## src/rtl/cdc_pkg.sv

```systemverilog
// cdc_pkg: shared state encoding and limits for the toggle CDC link
package cdc_pkg;
  typedef enum logic [1:0] {IDLE = 2'd0, PULSE = 2'd1, GAP = 2'd2} e2p_state_t;
  localparam int MIN_SYNC_STAGES = 2;
  localparam int MAX_SYNC_STAGES = 4;
  localparam int MAX_PULSE_CYCLES = 255;
endpackage

```

## src/rtl/sync_ff.sv

```systemverilog
// sync_ff: STAGES-deep level synchroniser, async active-low reset to 0
//   clk, reset_n : destination clock and reset
//   d            : asynchronous input level
//   q            : synchronised level, STAGES clocks later
module sync_ff #(
  parameter int STAGES = 2
) (
  input  logic clk,
  input  logic reset_n,
  input  logic d,
  output logic q
);
  (* ASYNC_REG = "TRUE" *) logic [STAGES-1:0] sync_q;
  logic [STAGES-1:0] sync_d;
  always_comb sync_d = {sync_q[STAGES-2:0], d};
  always_ff @(posedge clk or negedge reset_n)
    if (!reset_n) sync_q <= '0;
    else sync_q <= sync_d;
  assign q = sync_q[STAGES-1];
endmodule

```

## src/rtl/edge_to_pulse.sv

```systemverilog
// edge_to_pulse: destination end of a toggle CDC link, regenerating each source toggle as a pulse
//   clk, reset_n : destination clock, async active-low reset
//   signal       : asynchronous toggle from the source, one event per level change
//   clear_count  : synchronous clear of event_count and overrun
//   pulse        : regenerated pulse, PULSE_CYCLES wide, polarity per ACTIVE_LOW
//   ack_toggle   : inverts when each pulse starts
//   busy         : pulse/gap in progress or an event pending
//   event_count  : saturating count of detected events
//   overrun      : sticky, an event was dropped
module edge_to_pulse
  import cdc_pkg::*;
#(
  parameter int SYNC_STAGES  = 2,
  parameter int PULSE_CYCLES = 1,
  parameter bit ACTIVE_LOW   = 1'b0,
  parameter int COUNT_WIDTH  = 16
) (
  input  logic                   clk,
  input  logic                   reset_n,
  input  logic                   signal,
  input  logic                   clear_count,
  output logic                   pulse,
  output logic                   ack_toggle,
  output logic                   busy,
  output logic [COUNT_WIDTH-1:0] event_count,
  output logic                   overrun
);
  localparam int CW = $clog2(PULSE_CYCLES + 1) > 0 ? $clog2(PULSE_CYCLES + 1) : 1;
  localparam logic [CW-1:0] CNT_INIT = CW'(PULSE_CYCLES - 1);
  localparam logic ON = ~ACTIVE_LOW;
  if (SYNC_STAGES < MIN_SYNC_STAGES || SYNC_STAGES > MAX_SYNC_STAGES) begin : g_bad_sync
    $error("edge_to_pulse: SYNC_STAGES out of range 2..4");
  end
  if (PULSE_CYCLES < 1 || PULSE_CYCLES > MAX_PULSE_CYCLES) begin : g_bad_pulse
    $error("edge_to_pulse: PULSE_CYCLES out of range 1..255");
  end
  logic sync_lvl, edge_det, start, drop;
  logic prev_q, prev_d, pulse_q, pulse_d, ack_q, ack_d;
  logic pending_q, pending_d, overrun_q, overrun_d;
  logic [CW-1:0] cnt_q, cnt_d;
  logic [COUNT_WIDTH-1:0] count_q, count_d;
  e2p_state_t state_q, state_d;
  sync_ff #(.STAGES(SYNC_STAGES)) u_sync (
    .clk(clk),
    .reset_n(reset_n),
    .d(signal),
    .q(sync_lvl)
  );
  always_comb begin
    edge_det = sync_lvl ^ prev_q;
    prev_d = sync_lvl;
    start = 1'b0;
    drop = 1'b0;
    state_d = state_q;
    cnt_d = cnt_q;
    pending_d = pending_q;
    case (state_q)
      IDLE: start = edge_det;
      PULSE: begin
        state_d = cnt_q == '0 ? GAP : PULSE;
        cnt_d = cnt_q - CW'(1);
        drop = edge_det & pending_q;
        pending_d = pending_q | edge_det;
      end
      // a pending event is served first; a coinciding new edge takes its slot
      GAP: begin
        start = pending_q | edge_det;
        pending_d = pending_q & edge_det;
        state_d = IDLE;
      end
      default: state_d = IDLE;
    endcase
    if (start) begin
      state_d = PULSE;
      cnt_d = CNT_INIT;
    end
    ack_d = ack_q ^ start;
    pulse_d = state_d == PULSE ? ON : ~ON;
    count_d = clear_count ? COUNT_WIDTH'(edge_det) : count_q + COUNT_WIDTH'(edge_det & ~&count_q);
    overrun_d = drop | (overrun_q & ~clear_count);
  end
  always_ff @(posedge clk or negedge reset_n)
    if (!reset_n) begin
      prev_q <= 1'b0;
      state_q <= IDLE;
      cnt_q <= '0;
      pulse_q <= ~ON;
      ack_q <= 1'b0;
      pending_q <= 1'b0;
      overrun_q <= 1'b0;
      count_q <= '0;
    end else begin
      prev_q <= prev_d;
      state_q <= state_d;
      cnt_q <= cnt_d;
      pulse_q <= pulse_d;
      ack_q <= ack_d;
      pending_q <= pending_d;
      overrun_q <= overrun_d;
      count_q <= count_d;
    end
  assign pulse = pulse_q;
  assign ack_toggle = ack_q;
  assign busy = (state_q != IDLE) | pending_q;
  assign event_count = count_q;
  assign overrun = overrun_q;
endmodule

```

## config.mk

```make
export PLATFORM = sky130hd
export DESIGN_NAME = edge_to_pulse
export DESIGN_NICKNAME = d
export VERILOG_FILES = /design/src/rtl/cdc_pkg.sv /design/src/rtl/sync_ff.sv /design/src/rtl/edge_to_pulse.sv
export SDC_FILE = /design/constraint.sdc
export NUM_CORES = 1
export LEC_CHECK = 0
export CAP_MARGIN = 20
export CORE_MARGIN = 2
export CORE_UTILIZATION = 45
export CTS_CLUSTER_DIAMETER = 100
export DETAILED_ROUTE_END_ITERATION = 8
export DONT_BUFFER_PORTS = 1
export GPL_ROUTABILITY_DRIVEN = 0
export GPL_TIMING_DRIVEN = 0
export PLACE_DENSITY = 0.64
export SLEW_MARGIN = 40
export SYNTH_ARGS = -nofsm -noshare
export SYNTH_HDL_FRONTEND = slang
export SYNTH_SLANG_ARGS = --single-unit
```

## constraint.sdc

```tcl
create_clock -name clk -period 6 [get_ports clk]
set_input_delay 0.6 -clock clk [delete_from_list [all_inputs] [get_ports clk]]
set_output_delay 0.6 -clock clk [all_outputs]
set_load 0.02 [all_outputs]
```

==> impl_metrics.yaml, run 1 <==
synthesis:
  netlist.area_leader.share: 0.498
  synth.net_count: 132
  yosys.cell_types.count: 21
  cell_accounting_for_the_most_synthesized_area: "sky130_fd_sc_hd__dfrtp_1"
  synth_cells: 123
  synth-seq-cells: 26
  synthesis.area_um2: 1310
  syn_avg_cell_area_um2: 10.6
  yosysWarningCount: 0
  netlist_top_cells_area: "sky130_fd_sc_hd__dfrtp_1 (50%), sky130_fd_sc_hd__xnor2_1 (8.7%), sky130_fd_sc_hd__nand4_4 (4.9%), sky130_fd_sc_hd__nor2_1 (4.9%), sky130_fd_sc_hd__ha_1 (4.8%)"
  yosysSeqAreaShare: 0.498
clock_tree:
  cts_tree: "yes"
  ctsRootBufferMaster: "sky130_fd_sc_hd__clkbuf_4"
  holdBufCountCts: 1
  cts.htree.levels: 1
  buffers_inserted_by_post_cts_timing_repair: 0
  worst_path_clk_slew_ns: 0.15
  post_cts_resized: 0
  clkSinkCount: 26
  ctsLongestPathBuffers: 2
  cts_buffers: 3
  clkLatencyLatePin_ns: 0.32
place:
  io_buffer_count: 0
  hpwlAfterDp_um: 1620
  place_inst: 154
sta:
  timing.slew.headroom: 0.689
  fmax_mhz: 431
  hold_violations: 0
  grt_setup_unrepaired: "no"
  setup_viol: 0
  timing.clock.skew_ns: 0.0135
  timing.final.crit_share: 0.387
  finalCriticalPeriod_ns: 2.32
  timing.final.max_slew_violations: 0
  timing_worst_slew_pin_value_ns: 0.466
  fin_tns_setup_ns: 0
die:
  num_rows: 19
  dieHeight_um: 57.9
  dieArea_um2: 3350
  design.core.area_um2: 2760
  die_w_um: 57.9
  design.portCount: 24
  floorplan.initialDensity: 0.474
global_route:
  grt-ovfl-total: 0
  largest_net_degree_at_the_start_of_global_routing: 27
  groute.usage.overall: 0.153
  antenna_found_initial: 0
  first_pass_grt_wire_length_um: 3970
  grt_pass1_vias: 894
pwr:
  peakVddDrop_mv: 0.223
  cellLeakagePower_uw: 0.000580
  power.share.switching: 0.326
  sequentialPowerShare: 0.527
  power-per-cell-area_nw_per_um2: 323
  comb_power_share: 0.209
  p_int_uw: 309
  clockPowerShare: 0.264
  power.net_switching_uw: 150
  sum_of_internal_switching_and_leakage_power_uw: 458
cells_and_area:
  drive_gt1_frac: 0.125
  fill_cells: 252
  layout.core_utilization: 0.515
  non_filler_instance_count_after_layout: 159
  final_common_cell: "sky130_fd_sc_hd__dfrtp_1"
  antenna_cells: 0
  final_nets: 138
  layout.cells.most_common_list: "sky130_fd_sc_hd__dfrtp_1 (26), sky130_fd_sc_hd__nor2_1 (17), sky130_fd_sc_hd__xnor2_1 (13), sky130_fd_sc_hd__nand2_1 (12)"
  area_growth_syn_to_layout_pct: 8.52
critical_path:
  worstPathArrival_ns: 2.53
  required_ns: 6.20
  nature_of_the_critical_path_endpoint: "register"
  timing_worst_setup_path_type: "reg2reg"
  start_kind: "register"
  setup.reg_to_reg.worst_slack_ns: 3.68
  worstPathMaxFanout: 9
min_path:
  min-delay-path-class: "in2async"
routing:
  drc: 0
  initialDrtViolationCount: 17
  route.detailed.vias_per_inst: 5.43
  num_vias: 864
  dr.pass1.iters: 4
  totalWireLength_um: 2310
  wl_per_cell_um: 14.5
  final_antenna_net_count: 0
run:
  drv_cap: 0
run_status:
  result_of_the_run: "complete, no violations"
## cells by family after synthesis
| family | after synthesis | share of synthesized area |
|---|---|---|
| adder cells (fa/ha/maj) | 5 | 0.0478 |
| XOR/XNOR | 17 | 0.114 |
| AO/OA/AOI/OAI | 11 | 0.0459 |
| AND/OR/NAND/NOR | 56 | 0.272 |
| buffers and inverters | 8 | 0.0230 |
| flip-flops | 26 | 0.498 |
## final cells by class
class                   instances  area (µm²)  area share
repair buffers                  1        20.0      0.0141
inverters                       6        22.5      0.0159
plain buffers                   2        7.51     0.00529
multi-input cells              89         627       0.442
clock buffers                   3        22.5      0.0159
well taps                      31        38.8      0.0273
clock inverters                 1        30.0      0.0212
flip-flops and latches         26         651       0.459
## routing by layer
metal	wire, µm	global-route usage	share of wire
met1	1020	0.190	0.44
met5	0	0	0
met4	16	0.0598	0.0069
met2	1180	0.265	0.51
met3	102	0.0290	0.044
## Yosys cell counts
| cell type | instances |
|---|---|
| sky130_fd_sc_hd__a21oi_1 | 6 |
| sky130_fd_sc_hd__a311o_1 | 1 |
| sky130_fd_sc_hd__buf_1 | 1 |
| sky130_fd_sc_hd__clkbuf_1 | 1 |
| sky130_fd_sc_hd__dfrtp_1 | 26 |
| sky130_fd_sc_hd__ha_1 | 5 |
| sky130_fd_sc_hd__inv_1 | 6 |
| sky130_fd_sc_hd__nand2_1 | 12 |
| sky130_fd_sc_hd__nand2b_1 | 3 |
| sky130_fd_sc_hd__nand3_1 | 6 |
| sky130_fd_sc_hd__nand4_1 | 3 |
| sky130_fd_sc_hd__nand4_4 | 3 |
| sky130_fd_sc_hd__nor2_1 | 17 |
| sky130_fd_sc_hd__nor3_1 | 2 |
| sky130_fd_sc_hd__nor3_2 | 3 |
| sky130_fd_sc_hd__nor4_1 | 1 |
| sky130_fd_sc_hd__nor4_2 | 5 |
| sky130_fd_sc_hd__o21ai_1 | 4 |
| sky130_fd_sc_hd__or3_1 | 1 |
| sky130_fd_sc_hd__xnor2_1 | 13 |
| sky130_fd_sc_hd__xor2_1 | 4 |
## sequential cells by signal, summed over array words and instances (netlist names)
| signal | count |
|---|---|
| u_sync.sync_q | 2 |
| ack_toggle | 1 |
| overrun | 1 |
| event_count | 16 |
| pulse | 1 |
| pending_q | 1 |
| cnt_q | 1 |
| state_q | 2 |
| prev_q | 1 |
## critical path, stage by stage, from the launching register on
cell	delay [ns]
sky130_fd_sc_hd__dfrtp_1	0.54
sky130_fd_sc_hd__nand2_1	0.37
sky130_fd_sc_hd__nor4_1	0.08
sky130_fd_sc_hd__a21oi_1	0.23
sky130_fd_sc_hd__ha_1	0.30
sky130_fd_sc_hd__nand4_4	0.17
sky130_fd_sc_hd__nor4_2	0.29
sky130_fd_sc_hd__xnor2_1	0.15
sky130_fd_sc_hd__nor2_1	0.06
## power groups by stage
stage	Clock (µW)	Combinational, µW	Sequential [µW]
4_1_cts	124	95.9	242
3_3_place_gp	0	87.8	245
6_report	121	95.6	242
3_5_place_dp	0	90.0	245
5_1_grt	133	112	245
2_1_floorplan	0	76.1	240
## worst paths after layout
check | end | cells after the start | from
worst max-delay path | event_count[15]$_DFF_PN0_ | 8 | event_count[5]$_DFF_PN0_
worst min register to register | u_sync.sync_q[1]$_DFF_PN0_ | 0 | u_sync.sync_q[0]$_DFF_PN0_
worst max register to register | event_count[15]$_DFF_PN0_ | 8 | event_count[5]$_DFF_PN0_
max in group asynchronous | overrun$_DFF_PN0_ | 1 | reset_n
min in group clk | u_sync.sync_q[0]$_DFF_PN0_ | 0 | signal
worst min-delay path | event_count[10]$_DFF_PN0_ | 1 | reset_n
## per-stage QoR
step                worst slack, ns  cell area (µm²)  hold WS [ns]
floorplan                      3.98             1310         0.304
global placement               3.75             1350         0.305
detailed placement             3.73             1350         0.305
CTS                            3.65             1420        0.0617
global route                   3.45             1420        0.0447
finish                         3.68             1420        0.0604
Note: power is estimated with default switching activity, not from simulation.
==> run 2, diff against run 1 <==
- clock period: 6 -> 2.2 ns (I/O delays scaled with it)
==> impl_metrics.yaml, run 2 (synthesis results as in run 1) <==
critical_path:
  required_ns: 2.46
  setup.reg_to_reg.worst_slack_ns: 0.13
  r2r_start: "event_count[6]$_DFF_PN0_"
  timing_worst_setup_path_type: "reg2reg"
  start_kind: "register"
  reg2reg_depth: 7
  nature_of_the_critical_path_endpoint: "register"
  worst_r2r_endpoint: "event_count[6]$_DFF_PN0_"
  worstPathMaxFanout: 8
  worstPathArrival_ns: 2.33
  cp-startpoint: "event_count[6]$_DFF_PN0_"
place:
  hpwlAfterDp_um: 1620
  place_inst: 154
  detailedPlace.worstSlack_ns: -0.0692
  io_buffer_count: 0
sta:
  hold_violations: 0
  timing.final.ws_setup_ns: 0.132
  timing.clock.skew_ns: 0.0141
  timing_worst_slew_pin_value_ns: 0.462
  timing.slew.headroom: 0.692
  setup_viol: 0
  timing.final.max_slew_violations: 0
  finalCriticalPeriod_ns: 2.07
  timing.final.crit_share: 0.940
  grt_setup_unrepaired: "yes"
  whs_ns: 0.262
  fmax_mhz: 484
cells_and_area:
  non_filler_instance_count_after_layout: 162
  largest_register_ffs: 16
  fill_cells: 245
  layout.cells.most_common_list: "sky130_fd_sc_hd__dfrtp_1 (18), sky130_fd_sc_hd__nor2_1 (17), sky130_fd_sc_hd__xnor2_1 (13), sky130_fd_sc_hd__nand2_1 (10), sky130_fd_sc_hd__dfrtp_2 (8)"
  final_nets: 141
  drive_gt1_frac: 0.214
  area_growth_syn_to_layout_pct: 13.0
  final_common_cell: "sky130_fd_sc_hd__dfrtp_1"
  antenna_cells: 0
  layout.core_utilization: 0.536
routing:
  drc: 0
  dr.pass1.iters: 4
  detailroute.wirelength.met2_um: 1200
  route.detailed.vias_per_inst: 5.34
  wl_per_cell_um: 14.3
  post_route_m1_wl_um: 1040
  totalWireLength_um: 2320
  highest_layer: "met4"
  num_vias: 865
  final_antenna_net_count: 0
  initialDrtViolationCount: 23
  total_met3_wirelength_after_detailed_routing_um: 69
pwr:
  peakVddDrop_mv: 0.608
  power-per-cell-area_nw_per_um2: 850
  sum_of_internal_switching_and_leakage_power_uw: 1260
  cellLeakagePower_uw: 0.000613
clock_tree:
  cts_tree: "yes"
  clkSinkCount: 26
  cts.htree.levels: 1
  ctsRootBufferMaster: "sky130_fd_sc_hd__clkbuf_4"
  cts_buffers: 3
  ctsLongestPathBuffers: 2
  worst_path_clk_slew_ns: 0.15
  clkLatencyLatePin_ns: 0.32
min_path:
  min_path_cells: 2
  hold_path.startpoint: "clear_count"
  hold_path_end: "event_count[3]$_DFF_PN0_"
  min-delay-path-class: "in2reg"
global_route:
  grt_pass1_vias: 891
  antenna_found_initial: 0
  largest_net_degree_at_the_start_of_global_routing: 27
  first_pass_grt_wire_length_um: 3970
  groute.usage.overall: 0.153
  grt-ovfl-total: 0
run_status:
  result_of_the_run: "complete, no violations"
die:
  design.portCount: 24
  dieArea_um2: 3350
  floorplan.initialDensity: 0.474
  num_rows: 19
  die_w_um: 57.9
  dieHeight_um: 57.9
  design.core.area_um2: 2760
run:
  drv_cap: 0
run 2: area by class of cell:
cell class | count | area, µm² | area share
Buffer | 2 | 7.51 | 0.00508
Clock buffer | 3 | 22.5 | 0.0152
Clock inverter | 1 | 30.0 | 0.0203
Inverter | 6 | 22.5 | 0.0152
Multi-Input combinational cell | 89 | 648 | 0.439
Sequential cell | 26 | 661 | 0.447
Tap cell | 31 | 38.8 | 0.0262
Timing Repair Buffer | 4 | 47.5 | 0.0322
run 2: metal layers:
| layer | vias up | global-route usage |
|---|---|---|
| met5 | - | 0 |
| met1 | 419 | 0.193 |
| li1 | 433 | - |
| met4 | 0 | 0.0498 |
| met3 | 2 | 0.0268 |
| met2 | 11 | 0.268 |
run 2: what timing repair did:
item	in CTS	in global routing
setup endpoints to repair	10	7
hold endpoints to repair	27	0
gates resized for setup	2	11
hold buffers	3	0
gates cloned	0	0
setup buffers	0	1
run 2: report_power, final:
part	internal (µW)	leakage [µW]	switching (µW)	total, µW
clock network	184	0.0000279	143	327
logic	115	0.000261	154	269
registers	549	0.000325	111	659
total	848	0.000613	407	1260
run 2: worst max path at each step:
stage,to,slack (ns),cells after the start
2_1_floorplan,event_count[13]$_DFF_PN0_,0.18,8
3_5_place_dp,event_count[13]$_DFF_PN0_,-0.07,8
3_3_place_gp,event_count[13]$_DFF_PN0_,-0.05,8
4_1_cts,event_count[15]$_DFF_PN0_,0.01,8
6_report,event_count[6]$_DFF_PN0_,0.13,7
5_1_grt,event_count[6]$_DFF_PN0_,-0.009,7
run 2: critical path, stage by stage, from the launching register on:
cell,delay [ns]
sky130_fd_sc_hd__dfrtp_2,0.53
sky130_fd_sc_hd__nand4_4,0.21
sky130_fd_sc_hd__nor2_1,0.07
sky130_fd_sc_hd__a21oi_1,0.21
sky130_fd_sc_hd__ha_1,0.26
sky130_fd_sc_hd__nand4_4,0.22
sky130_fd_sc_hd__or3_1,0.38
sky130_fd_sc_hd__a21oi_1,0.14
run 2: through the flow:
step                TNS (ns)  instance area (µm²)
global placement     -0.0838                 1350
detailed placement    -0.177                 1350
finish                     0                 1480
floorplan                  0                 1310
global route         -0.0148                 1480
CTS                        0                 1450
==> run 3, diff against run 2 <==
- clock period: 2.2 -> 2.3 ns (I/O delays scaled with it)
==> impl_metrics.yaml, run 3 (synthesis results as in run 1) <==
run_status:
  result_of_the_run: "complete, no violations"
global_route:
  groute.usage.overall: 0.154
  antenna_found_initial: 0
  largest_net_degree_at_the_start_of_global_routing: 27
  grt-ovfl-total: 0
  grt_pass1_vias: 891
  first_pass_grt_wire_length_um: 3980
sta:
  finalCriticalPeriod_ns: 2.11
  timing.final.ws_setup_ns: 0.191
  setup_viol: 0
  fmax_mhz: 474
  fin_tns_setup_ns: 0
  timing.final.crit_share: 0.917
  hold_violations: 0
  timing.clock.skew_ns: 0.0117
  timing.slew.headroom: 0.690
  grt_setup_unrepaired: "no"
  timing_worst_slew_pin_value_ns: 0.465
  timing.final.max_slew_violations: 0
clock_tree:
  worst_path_clk_slew_ns: 0.15
  clkLatencyLatePin_ns: 0.32
  ctsRootBufferMaster: "sky130_fd_sc_hd__clkbuf_4"
  cts.htree.levels: 1
  clkSinkCount: 26
  ctsLongestPathBuffers: 2
  cts_buffers: 3
  cts_tree: "yes"
critical_path:
  start_kind: "register"
  required_ns: 2.50
  setup.reg_to_reg.worst_slack_ns: 0.19
  nature_of_the_critical_path_endpoint: "register"
  timing_worst_setup_path_type: "reg2reg"
  worstPathArrival_ns: 2.31
  worstPathMaxFanout: 5
cells_and_area:
  final_nets: 140
  largest_register_ffs: 16
  final_common_cell: "sky130_fd_sc_hd__dfrtp_1"
  area_growth_syn_to_layout_pct: 11.0
  antenna_cells: 0
  layout.cells.most_common_list: "sky130_fd_sc_hd__dfrtp_1 (22), sky130_fd_sc_hd__nor2_1 (17), sky130_fd_sc_hd__xnor2_1 (13), sky130_fd_sc_hd__nand2_1 (11)"
  drive_gt1_frac: 0.162
  layout.core_utilization: 0.526
place:
  hpwlAfterDp_um: 1620
  detailedPlace.worstSlack_ns: 0.0308
  io_buffer_count: 0
routing:
  drc: 0
  post_route_m1_wl_um: 1040
  num_vias: 858
  route.detailed.vias_per_inst: 5.33
  total_met3_wirelength_after_detailed_routing_um: 80
  initialDrtViolationCount: 15
  totalWireLength_um: 2310
  highest_layer: "met4"
  final_antenna_net_count: 0
  dr.pass1.iters: 4
  detailroute.wirelength.met2_um: 1170
  wl_per_cell_um: 14.3
die:
  dieArea_um2: 3350
  num_rows: 19
  design.portCount: 24
  design.core.area_um2: 2760
  floorplan.initialDensity: 0.474
  die_w_um: 57.9
  dieHeight_um: 57.9
pwr:
  sum_of_internal_switching_and_leakage_power_uw: 1200
  peakVddDrop_mv: 0.581
  cellLeakagePower_uw: 0.000598
  power-per-cell-area_nw_per_um2: 825
run:
  drv_cap: 0
min_path:
  min-delay-path-class: "in2reg"
-- run 3: cell types whose count changed in the layout (fill, tap and decap cells not counted), sizes merged --
cell,delta
buf,-1
-- run 3: path summary, 6_finish.rpt --
path                                            startpoint                         end  cells past startpoint
worst min-delay path                           clear_count    event_count[3]$_DFF_PN0_                      2
worst max register to register   event_count[10]$_DFF_PN0_   event_count[15]$_DFF_PN0_                      8
worst max-delay path             event_count[10]$_DFF_PN0_   event_count[15]$_DFF_PN0_                      8
max in group asynchronous                          reset_n    event_count[7]$_DFF_PN0_                      2
min in group asynchronous                          reset_n   event_count[10]$_DFF_PN0_                      2
worst min register to register  u_sync.sync_q[0]$_DFF_PN0_  u_sync.sync_q[1]$_DFF_PN0_                      0
-- run 3: cell type report --
type | count | area, µm²
Clock buffer | 3 | 22.5
Tap cell | 31 | 38.8
Inverter | 6 | 22.5
Buffer | 2 | 7.51
Clock inverter | 1 | 30.0
Timing Repair Buffer | 3 | 40.0
Multi-Input combinational cell | 89 | 634
Fill cell | 249 | 1310
Sequential cell | 26 | 656
-- run 3: worst max-delay path, cell delays in order, from the launching register on --
cell	delay [ns]
sky130_fd_sc_hd__dfrtp_1	0.53
sky130_fd_sc_hd__nand2_1	0.23
sky130_fd_sc_hd__nor2_1	0.06
sky130_fd_sc_hd__a21oi_1	0.20
sky130_fd_sc_hd__ha_1	0.30
sky130_fd_sc_hd__nand4_4	0.17
sky130_fd_sc_hd__nor4_2	0.29
sky130_fd_sc_hd__xnor2_1	0.15
sky130_fd_sc_hd__nor2_1	0.06
-- run 3: timing repair --
item                       CTS  global route
hold buffers                 3             0
hold endpoints to repair    27             0
gates resized for setup      1             5
setup endpoints to repair    2             7
buffers inserted             0             0
-- run 3: layer usage --
metal	GRT usage	up-vias
li1	-	432
met1	0.194	410
met2	0.268	14
met3	0.0268	2
met4	0.0498	0
met5	0	-
-- run 3: power breakdown --
part,internal (µW),leakage [µW],switching (µW)
combinational,107,0.000239,146
clock,176,0.0000279,139
sequential,524,0.000331,106
total,807,0.000598,390
-- run 3: stage by stage --
stage	hold slack, ns	cells	area (µm²)
after CTS	0.266	161	1440
after detailed placement	-0.0650	154	1350
after floorplan	-0.0656	123	1310
after global routing	0.286	161	1450
final	0.270	161	1450
after global placement	-0.0650	154	1350
